**config.mk**
```make
export PLATFORM = sky130hd
export DESIGN_NAME = program_counter
export DESIGN_NICKNAME = d
export VERILOG_FILES = /design/src/rtl/pc_pkg.sv /design/src/rtl/ulapc.sv /design/src/rtl/program_counter.sv
export SDC_FILE = /design/constraint.sdc
export NUM_CORES = 1
export LEC_CHECK = 0
export ABC_AREA = 0
export CAP_MARGIN = 40
export CORE_MARGIN = 3
export CORE_UTILIZATION = 49
export DETAILED_ROUTE_END_ITERATION = 7
export PLACE_DENSITY = 0.85
export SLEW_MARGIN = 20
export SYNTH_ARGS = -nofsm -noshare
export SYNTH_HDL_FRONTEND = slang
export SYNTH_HIERARCHICAL = 1
export SYNTH_SLANG_ARGS = --single-unit
```
**constraint.sdc**
```tcl
create_clock -name clk -period 4.58 [get_ports clk]
set_input_delay 0.687 -clock clk [delete_from_list [all_inputs] [get_ports clk]]
set_output_delay 0.687 -clock clk [all_outputs]
set_load 0.01 [all_outputs]
```
**src/rtl/pc_pkg.sv**
```systemverilog
// Shared definitions for the program counter: default widths, reset vector,
// sequential step and the next-PC source encoding.
package pc_pkg;

    localparam int unsigned XLEN_DEFAULT         = 64;
    localparam logic [63:0] RESET_VECTOR_DEFAULT = 64'h0;
    localparam int unsigned STEP_DEFAULT         = 4;

    // Source of the next PC value
    typedef enum logic [1:0] {
        SEQ    = 2'b00,  // pc + STEP
        BRANCH = 2'b01,  // pc + imm
        JALR   = 2'b10   // (rs1 + imm) & ~1
    } next_pc_sel_e;

    // sel_jalr wins over soma_imm; neither set means sequential flow.
    function automatic next_pc_sel_e decode_sel(input logic soma_imm, input logic sel_jalr);
        next_pc_sel_e sel;
        if (sel_jalr) begin
            sel = JALR;
        end else if (soma_imm) begin
            sel = BRANCH;
        end else begin
            sel = SEQ;
        end
        return sel;
    endfunction

endpackage

```
**src/rtl/ulapc.sv**
```systemverilog
// Next-PC adder and multiplexer. Purely combinational; all sums wrap modulo
// 2^XLEN with the carry-out dropped.
module ulapc
    import pc_pkg::*;
#(
    parameter int unsigned XLEN = XLEN_DEFAULT,
    parameter int unsigned STEP = STEP_DEFAULT
) (
    input  logic [XLEN-1:0] pc,
    input  logic [XLEN-1:0] imm,
    input  logic [XLEN-1:0] rs1,
    input  logic            soma_imm,
    input  logic            sel_jalr,
    output logic [XLEN-1:0] next_pc
);

    logic [XLEN-1:0] seq_sum;
    logic [XLEN-1:0] br_sum;
    logic [XLEN-1:0] jalr_sum;
    next_pc_sel_e    sel;

    assign sel      = decode_sel(soma_imm, sel_jalr);
    assign seq_sum  = pc + XLEN'(STEP);
    assign br_sum   = pc + imm;
    assign jalr_sum = rs1 + imm;

    // Pick the next PC; the jalr target always has bit 0 cleared.
    always_comb begin
        next_pc = seq_sum;
        unique case (sel)
            SEQ:     next_pc = seq_sum;
            BRANCH:  next_pc = br_sum;
            JALR:    next_pc = {jalr_sum[XLEN-1:1], 1'b0};
            default: next_pc = seq_sum;
        endcase
    end

endmodule

```
**src/rtl/program_counter.sv**
```systemverilog
// Program counter register. The next-PC value comes from ulapc; this module
// holds only the PC register, its update enable and synchronous reset.
// Optional feature macro PC_MISALIGN_CHECK_EN: adds output 'misaligned' and
// blocks updates to a next-PC that is not 4-byte aligned.
module program_counter
    import pc_pkg::*;
#(
    parameter int unsigned     XLEN         = XLEN_DEFAULT,
    parameter logic [XLEN-1:0] RESET_VECTOR = XLEN'(RESET_VECTOR_DEFAULT),
    parameter int unsigned     STEP         = STEP_DEFAULT
) (
    input  logic            clk,
    input  logic            reset,
    input  logic            atualiza_pc,
    input  logic            soma_imm,
    input  logic            sel_jalr,
    input  logic [XLEN-1:0] imm,
    input  logic [XLEN-1:0] rs1,
    output logic [XLEN-1:0] dout,
    output logic [XLEN-1:0] dout_next
`ifdef PC_MISALIGN_CHECK_EN
    ,
    output logic            misaligned
`endif
);

    logic [XLEN-1:0] pc_q;
    logic            load_en;

    ulapc #(
        .XLEN (XLEN),
        .STEP (STEP)
    ) u_ulapc (
        .pc       (pc_q),
        .imm      (imm),
        .rs1      (rs1),
        .soma_imm (soma_imm),
        .sel_jalr (sel_jalr),
        .next_pc  (dout_next)
    );

`ifdef PC_MISALIGN_CHECK_EN
    // A misaligned target is flagged and the update is suppressed.
    assign misaligned = (dout_next[1:0] != 2'b00);
    assign load_en    = atualiza_pc & ~misaligned;
`else
    assign load_en    = atualiza_pc;
`endif

    // PC register: reset takes priority over any pending update.
    always_ff @(posedge clk) begin
        if (!reset) begin
            pc_q <= RESET_VECTOR;
        end else if (load_en) begin
            pc_q <= dout_next;
        end
    end

    assign dout = pc_q;

endmodule

```
==> out/results.tsv, run 1 <==
metric	value	unit
status	complete, but fails checks	
failing checks	design-rule violations, negative setup slack	
First DRT Iteration DRCs	2586	
TritonCTS clock tree	yes	
Leakage	9.44	nW
EDFF count, synth	0	
Tot Pwr	4.77	mW
nets	2658	
WS Path Type	in2out	
Syn Area/Cell	7.23	µm²
vias in the first global route	16400	
first-pass GRT wire length	87300	µm
Worst VDD drop	0.194	mV
worst-margin pin slew	886	ps
predominant post-synthesis flop cell	dfxtp_1	
via count	17500	
skew final	14.3	ps
GPL Wtd Cong	1.06	
CTS hold repair buffers	0	
Hold Crit Class	reg2reg	
setup_tns	-180	ps
R2R Setup Slk	630	ps
synthesized instance count	1704	
initial antenna violation count	0	
CTS buffer count	9	
Setup WS post-layout	-83.3	ps
crit end category	primary output	
Critical Path Max Stage Delay	470	ps
post-synthesis net count	1965	
Clock Root Buffer	clkbuf_16	
Power Density	232	nW/µm²
post-place instance area	18300	µm²
crit path cell chain	dlygate4sd2_1 > ha_4 > nand2_2 > a211oi_4 > buf_6 > o2111ai_4 > o31ai_4 > a31oi_4 > o41ai_4 > buf_4 > a21oi_4 > nor4_4 > mux2i_2 > o211ai_1 > buf_2	
RSZ-0062 raised after global routing	true	
placed insts	2649	
slowest CP cell	o41ai_4	
routed length per placed instance	22.9	µm
core area	24500	µm²
nature of the critical path startpoint	primary input	
Final Max Slew Viols	0	
Seq/Total Area, Yosys	0.104	
Post-DRT Antenna Nets	0	
Final Core Density	0.837	
Num Clock Sinks	64	
IO Pins	261	
Yosys reg bits	64	
max-cap viol count	0	
IO buf count	260	
total track usage	0.404	
Rel. slew slack	0.407	
Max Buffers Root-to-Sink	2	
Die Height	165	µm
Area growth, synth to finish	66.7	%
cell area after layout	20500	µm²
Crit path required time	3890	ps
CP Data Arrival Time	3980	ps
later-pin clock latency in the skew report	360	ps
largest net degree at the start of global routing	98	
final setup vio count	7	
post-DP HPWL	44400	µm
via/cell ratio	6.43	
Initial Util	0.502	
Largest register FFs	64	
Fin. Hold Viols	0	
Worst path top cell family by delay	compound AO/OA/AOI/OAI gates	
Bufs and invs on worst path	4	
antenna cells	0	
total wire length	62500	µm
final period utilization	1.02	
Cell Area, Synth	12300	µm²
worst-path fanout max	3	
chip width	165	µm
Max Freq	214	MHz
Residual DRC	1	
ys async rst share	0	
Die ar.	27100	µm²
row cnt	57	
DRT Pass-1 Iters	8	
H-tree depth	3	
post-synthesis cell type count	85	
Reg clk slew, reported paths	60	ps
Remaining Overflow, GRT	0	
Final Critical Period	4660	ps
Synth Warn #	6	
fraction of layout cells with a size suffix above 1	0.335	
Non-Filler Instances	2726	
cells by family (layout without fill, tap and decap cells):
kind of cell             count (synthesis)  count (layout)  synth area share
AO/OA/AOI/OAI                          576             576             0.306
AND/OR/NAND/NOR                        576             576             0.236
XOR/XNOR                               164             164             0.117
adder cells (fa/ha/maj)                128             128             0.131
multiplexers                            71              71            0.0579
buffers and inverters                  125             823            0.0486
flip-flops                              64              64             0.104
where the power goes:
group / switching [mW] / internal, mW / leakage (nW) / total, mW
registers: 0.0962 / 0.615 / 0.527 / 0.711
clock network: 0.320 / 0.382 / 0.130 / 0.702
logic: 1.73 / 1.63 / 8.78 / 3.36
total: 2.15 / 2.63 / 9.44 / 4.77
worst register-to-register path, cell delays in order (launching register included):
cell and delay [ps]:
dfxtp_1 600, ha_4 290, buf_6 120, a21o_1 160
nand4_1 130, a21oi_2 100, o211ai_1 250, buf_4 200
a211oi_4 80, buf_6 140, o311ai_4 310, o31ai_4 130
buf_4 160, a311oi_2 290, xor2_1 180, o21ai_1 110
buf_4 140, buf_4 120, buf_4 120, mux2i_1 140
nor2b_1 80
cell usage in the layout, fill, tap and decap left out, types with 14 or more instances in the layout:
cell             instances
buf_4                  508
nand2_1                166
clkdlybuf4s50_1        157
a21oi_1                144
nor2_1                 107
a21o_1                  88
o21ai_0                 84
xnor2_1                 83
nor2b_1                 75
xor2_1                  74
mux2i_1                 68
ha_1                    66
dfxtp_1                 64
ha_4                    58
nand4_1                 44
nand3_1                 37
a21oi_2                 36
o21ai_1                 36
dlygate4sd2_1           34
dlymetal6s2s_1          28
inv_1                   26
and3_1                  22
o21bai_1                22
nor3_1                  20
a31oi_1                 19
a211oi_1                18
clkbuf_2                17
buf_6                   14
worst paths after layout:
| check | from | endpoint | cells after the start |
|---|---|---|---|
| max reg2reg | dout[2]$_SDFFE_PN0P_ | dout[62]$_SDFFE_PN0P_ | 20 |
| max | rs1[5] | dout_next[61] | 15 |
| min reg2reg | dout[0]$_SDFFE_PN0P_ | dout[0]$_SDFFE_PN0P_ | 2 |
| min | dout[0]$_SDFFE_PN0P_ | dout[0]$_SDFFE_PN0P_ | 2 |
cell type report:
cell class	count	area, µm²
inverter	28	105
timing repair buffer	779	6440
clock inverter	3	17.5
sequential	64	1280
multi-input combinational	1515	12000
clock buffer	13	250
tap	324	405
fill	1473	4000
repair_timing:
action,CTS,global route
buffers inserted,27,34
resized for setup,270,215
setup endpoints to repair,54,50
pin swaps,88,105
metrics by stage:
stage          hold slack (ps)  worst slack (ps)
2_1_floorplan              564               619
3_3_place_gp               538              -854
3_5_place_dp               560              -864
4_1_cts                    572             -13.9
5_1_grt                    621              -125
6_report                   600             -83.3
cells in the mapped netlist, types with 5 or more instances:
cell type / n / area share
nand3_1: 42 / 0.017
buf_2: 20 / 0.0081
nand2_1: 173 / 0.053
ha_1: 126 / 0.13
nand2b_1: 10 / 0.0051
clkbuf_1: 58 / 0.018
a21boi_0: 6 / 0.0037
a21oi_1: 183 / 0.074
buf_8: 6 / 0.0073
or3_1: 15 / 0.0076
nor3_1: 26 / 0.011
o22ai_1: 5 / 0.0025
a21o_1: 88 / 0.054
o21ai_1: 10 / 0.0041
a211oi_1: 23 / 0.014
xnor2_1: 88 / 0.063
nor2_1: 114 / 0.035
inv_1: 27 / 0.0082
o211ai_1: 12 / 0.0073
dfxtp_1: 64 / 0.10
mux2i_1: 69 / 0.056
nor2b_1: 76 / 0.039
o21a_1: 13 / 0.0079
xor2_1: 76 / 0.054
a31oi_1: 23 / 0.012
and3_1: 27 / 0.014
and4_1: 11 / 0.0078
nand4_1: 44 / 0.022
o21bai_1: 25 / 0.015
o21ai_0: 123 / 0.050
and2_1: 13 / 0.0066
per-layer routing:
layer	global-route usage	wire length, µm	vias to the layer above	share of wire
li1	-	-	7625	-
met1	0.506	23500	8171	0.38
met2	0.674	28100	1397	0.45
met3	0.0732	6920	344	0.11
met4	0.185	4010	0	0.064
met5	0	0	-	0
No activity file was read; power rests on OpenSTA's default activity.
==> run 2: changes to the inputs <==
--- a/config.mk
+++ b/config.mk
@@ -10,6 +10,7 @@
 export CORE_MARGIN = 3
 export CORE_UTILIZATION = 49
 export DETAILED_ROUTE_END_ITERATION = 7
+export MAX_ROUTING_LAYER = met4
 export PLACE_DENSITY = 0.85
 export SLEW_MARGIN = 20
 export SYNTH_ARGS = -nofsm -noshare
==> run 2 against run 1 <==
- the flow finishes with violations (negative setup slack)
- clock power increased by 18%
- largest power group unchanged
- non-clock buffer count shrank 13
- die area stayed put
- count of clock-buffer cells in the layout is 4 lower
- sequential power decreased by 1%
- sequential share of layout area hardly changed
- combinational power hardly changed
- highest routed layer unchanged
- total power rose by 1.8%
- clock skew is 3.1 ps higher
- first-iteration DRC count shrank 10%
==> out/results.tsv, run 2 (same netlist as run 1, synthesis figures left out) <==
metric	value	unit
nets	2645	
WS Path Type	in2out	
Power Density	238	nW/µm²
final setup vio count	7	
IO buf count	260	
post-DP HPWL	44500	µm
R2R Setup Slk	890	ps
IO Pins	261	
worst-margin pin slew	852	ps
Min Hold Slack	590	ps
Area growth, synth to finish	65.9	%
TritonCTS clock tree	yes	
Worst Hold Endpoint	dout[62]$_SDFFE_PN0P_	
Tot Pwr	4.86	mW
Max Buffers Root-to-Sink	2	
row cnt	57	
Non-Filler Instances	2714	
final period utilization	1.02	
Num Clock Sinks	64	
most frequent cells in the layout	buf_4 (494), nand2_1 (166), clkdlybuf4s50_1 (165)	
Worst VDD drop	0.159	mV
GPL Wtd Cong	1.06	
placed insts	2654	
cell area after layout	20400	µm²
Residual DRC	0	
filler cell count	1475	
worst r2r path cells	19	
chip width	165	µm
Die Height	165	µm
H-tree depth	3	
First DRT Iteration DRCs	2328	
CP Data Arrival Time	3960	ps
CTS hold repair buffers	0	
later-pin clock latency in the skew report	360	ps
worst-path fanout max	3	
CTS buffer count	9	
top routing layer in use	met4	
Routed met2 length	27800	µm
routed length per placed instance	22.5	µm
Hold Path Origin	dout[62]$_SDFFE_PN0P_	
first-pass GRT wire length	87300	µm
Largest register FFs	64	
Reg clk slew, reported paths	70	ps
Initial Util	0.502	
Max Freq	215	MHz
via count	17400	
Final Critical Period	4650	ps
status	complete, but fails checks	
total track usage	0.415	
worst hold path cell count	2	
vias in the first global route	16500	
failing checks	negative setup slack	
post-place instance area	18300	µm²
initial antenna violation count	1	
core area	24500	µm²
Hold Crit Class	reg2reg	
Crit path required time	3890	ps
crit end category	primary output	
max-cap viol count	0	
multi-input logic area	12000	µm²
via/cell ratio	6.41	
largest net degree at the start of global routing	98	
Final Max Slew Viols	0	
RSZ-0062 raised after global routing	true	
register area	1280	µm²
Fin. Hold Viols	0	
Rel. slew slack	0.430	
total wire length	61100	µm
fraction of layout cells with a size suffix above 1	0.330	
Leakage	9.41	nW
Post-DRT Antenna Nets	0	
Clock Root Buffer	clkbuf_16	
DRT Pass-1 Iters	8	
wire length on met3	6640	µm
Die ar.	27100	µm²
skew final	17.4	ps
wire length on met1	22600	µm
commonest non-fill, non-tap cell in the layout	buf_4	
RR Startpoint	dout[0]$_SDFFE_PN0P_	
reg-to-reg endpoint	dout[62]$_SDFFE_PN0P_	
Remaining Overflow, GRT	0	
Setup WS post-layout	-71.4	ps
nature of the critical path startpoint	primary input	
[run 2: changes by cell type in the layout (fill, tap and decap cells not counted), sizes merged]
cell | before | now
bufinv | 0 | 2
clkbuf | 30 | 23
buf | 537 | 518
inv | 28 | 29
dlymetal6s2s | 28 | 26
clkdlybuf4s15 | 6 | 8
clkdlybuf4s50 | 157 | 165
clkinv | 2 | 3
dlygate4sd2 | 34 | 35
diode | 0 | 1
[run 2: report_power, final]
| group | internal, mW | total, mW | switching (mW) |
|---|---|---|---|
| Sequential | 0.614 | 0.704 | 0.0892 |
| Combinational | 1.61 | 3.33 | 1.72 |
| Clock | 0.480 | 0.825 | 0.345 |
| Total | 2.71 | 4.86 | 2.15 |
[run 2: cell type report]
cell class,instances,share of cell area
Multi-Input combinational cell,1515,0.585
Timing Repair Buffer,766,0.312
Sequential cell,64,0.0627
Tap cell,324,0.0198
Clock buffer,9,0.0110
Inverter,28,0.00514
Clock inverter,7,0.00465
Antenna cell,1,0.000122
[run 2: worst max-delay path by stage]
stage	start	to	cells past startpoint
2_1_floorplan	imm[0]	dout_next[36]	12
3_3_place_gp	imm[0]	dout_next[58]	16
5_1_grt	imm[12]	dout_next[37]	16
4_1_cts	imm[10]	dout_next[57]	14
3_5_place_dp	imm[15]	dout_next[36]	16
6_report	imm[2]	dout_next[48]	16
[run 2: what timing repair did]
action,CTS,global route
gates resized for setup,245,214
endpoints found under the setup margin,53,47
buffers inserted,25,20
pin swaps,85,70
[run 2: critical path: stages]
cell             delay, ps
clkdlybuf4s15_1        240
buf_4                  180
ha_4                   270
a21o_1                 140
nand4_1                180
a21oi_4                260
o211ai_1               120
buf_4                  180
a211oi_4               290
buf_4                  160
nor2_1                  60
o21ai_1                190
a31oi_1                150
and3_1                 210
or3_4                  340
dlygate4sd2_1          300
[run 2: metal layers]
metal / global-route usage / vias up
met5: - / -
met4: 0.195 / 0
met3: 0.0655 / 375
met2: 0.678 / 1332
met1: 0.502 / 8076
li1: - / 7614
[run 2: stage by stage]
stage / TNS, ps / util / worst slack [ps]
final: -214 / 0.833 / -71.4
after floorplan: 0 / - / 619
after CTS: -7.83 / 0.797 / -5.37
after detailed placement: -23530 / 0.747 / -868
after global routing: -1230 / 0.833 / -142
after global placement: -20950 / 0.746 / -730
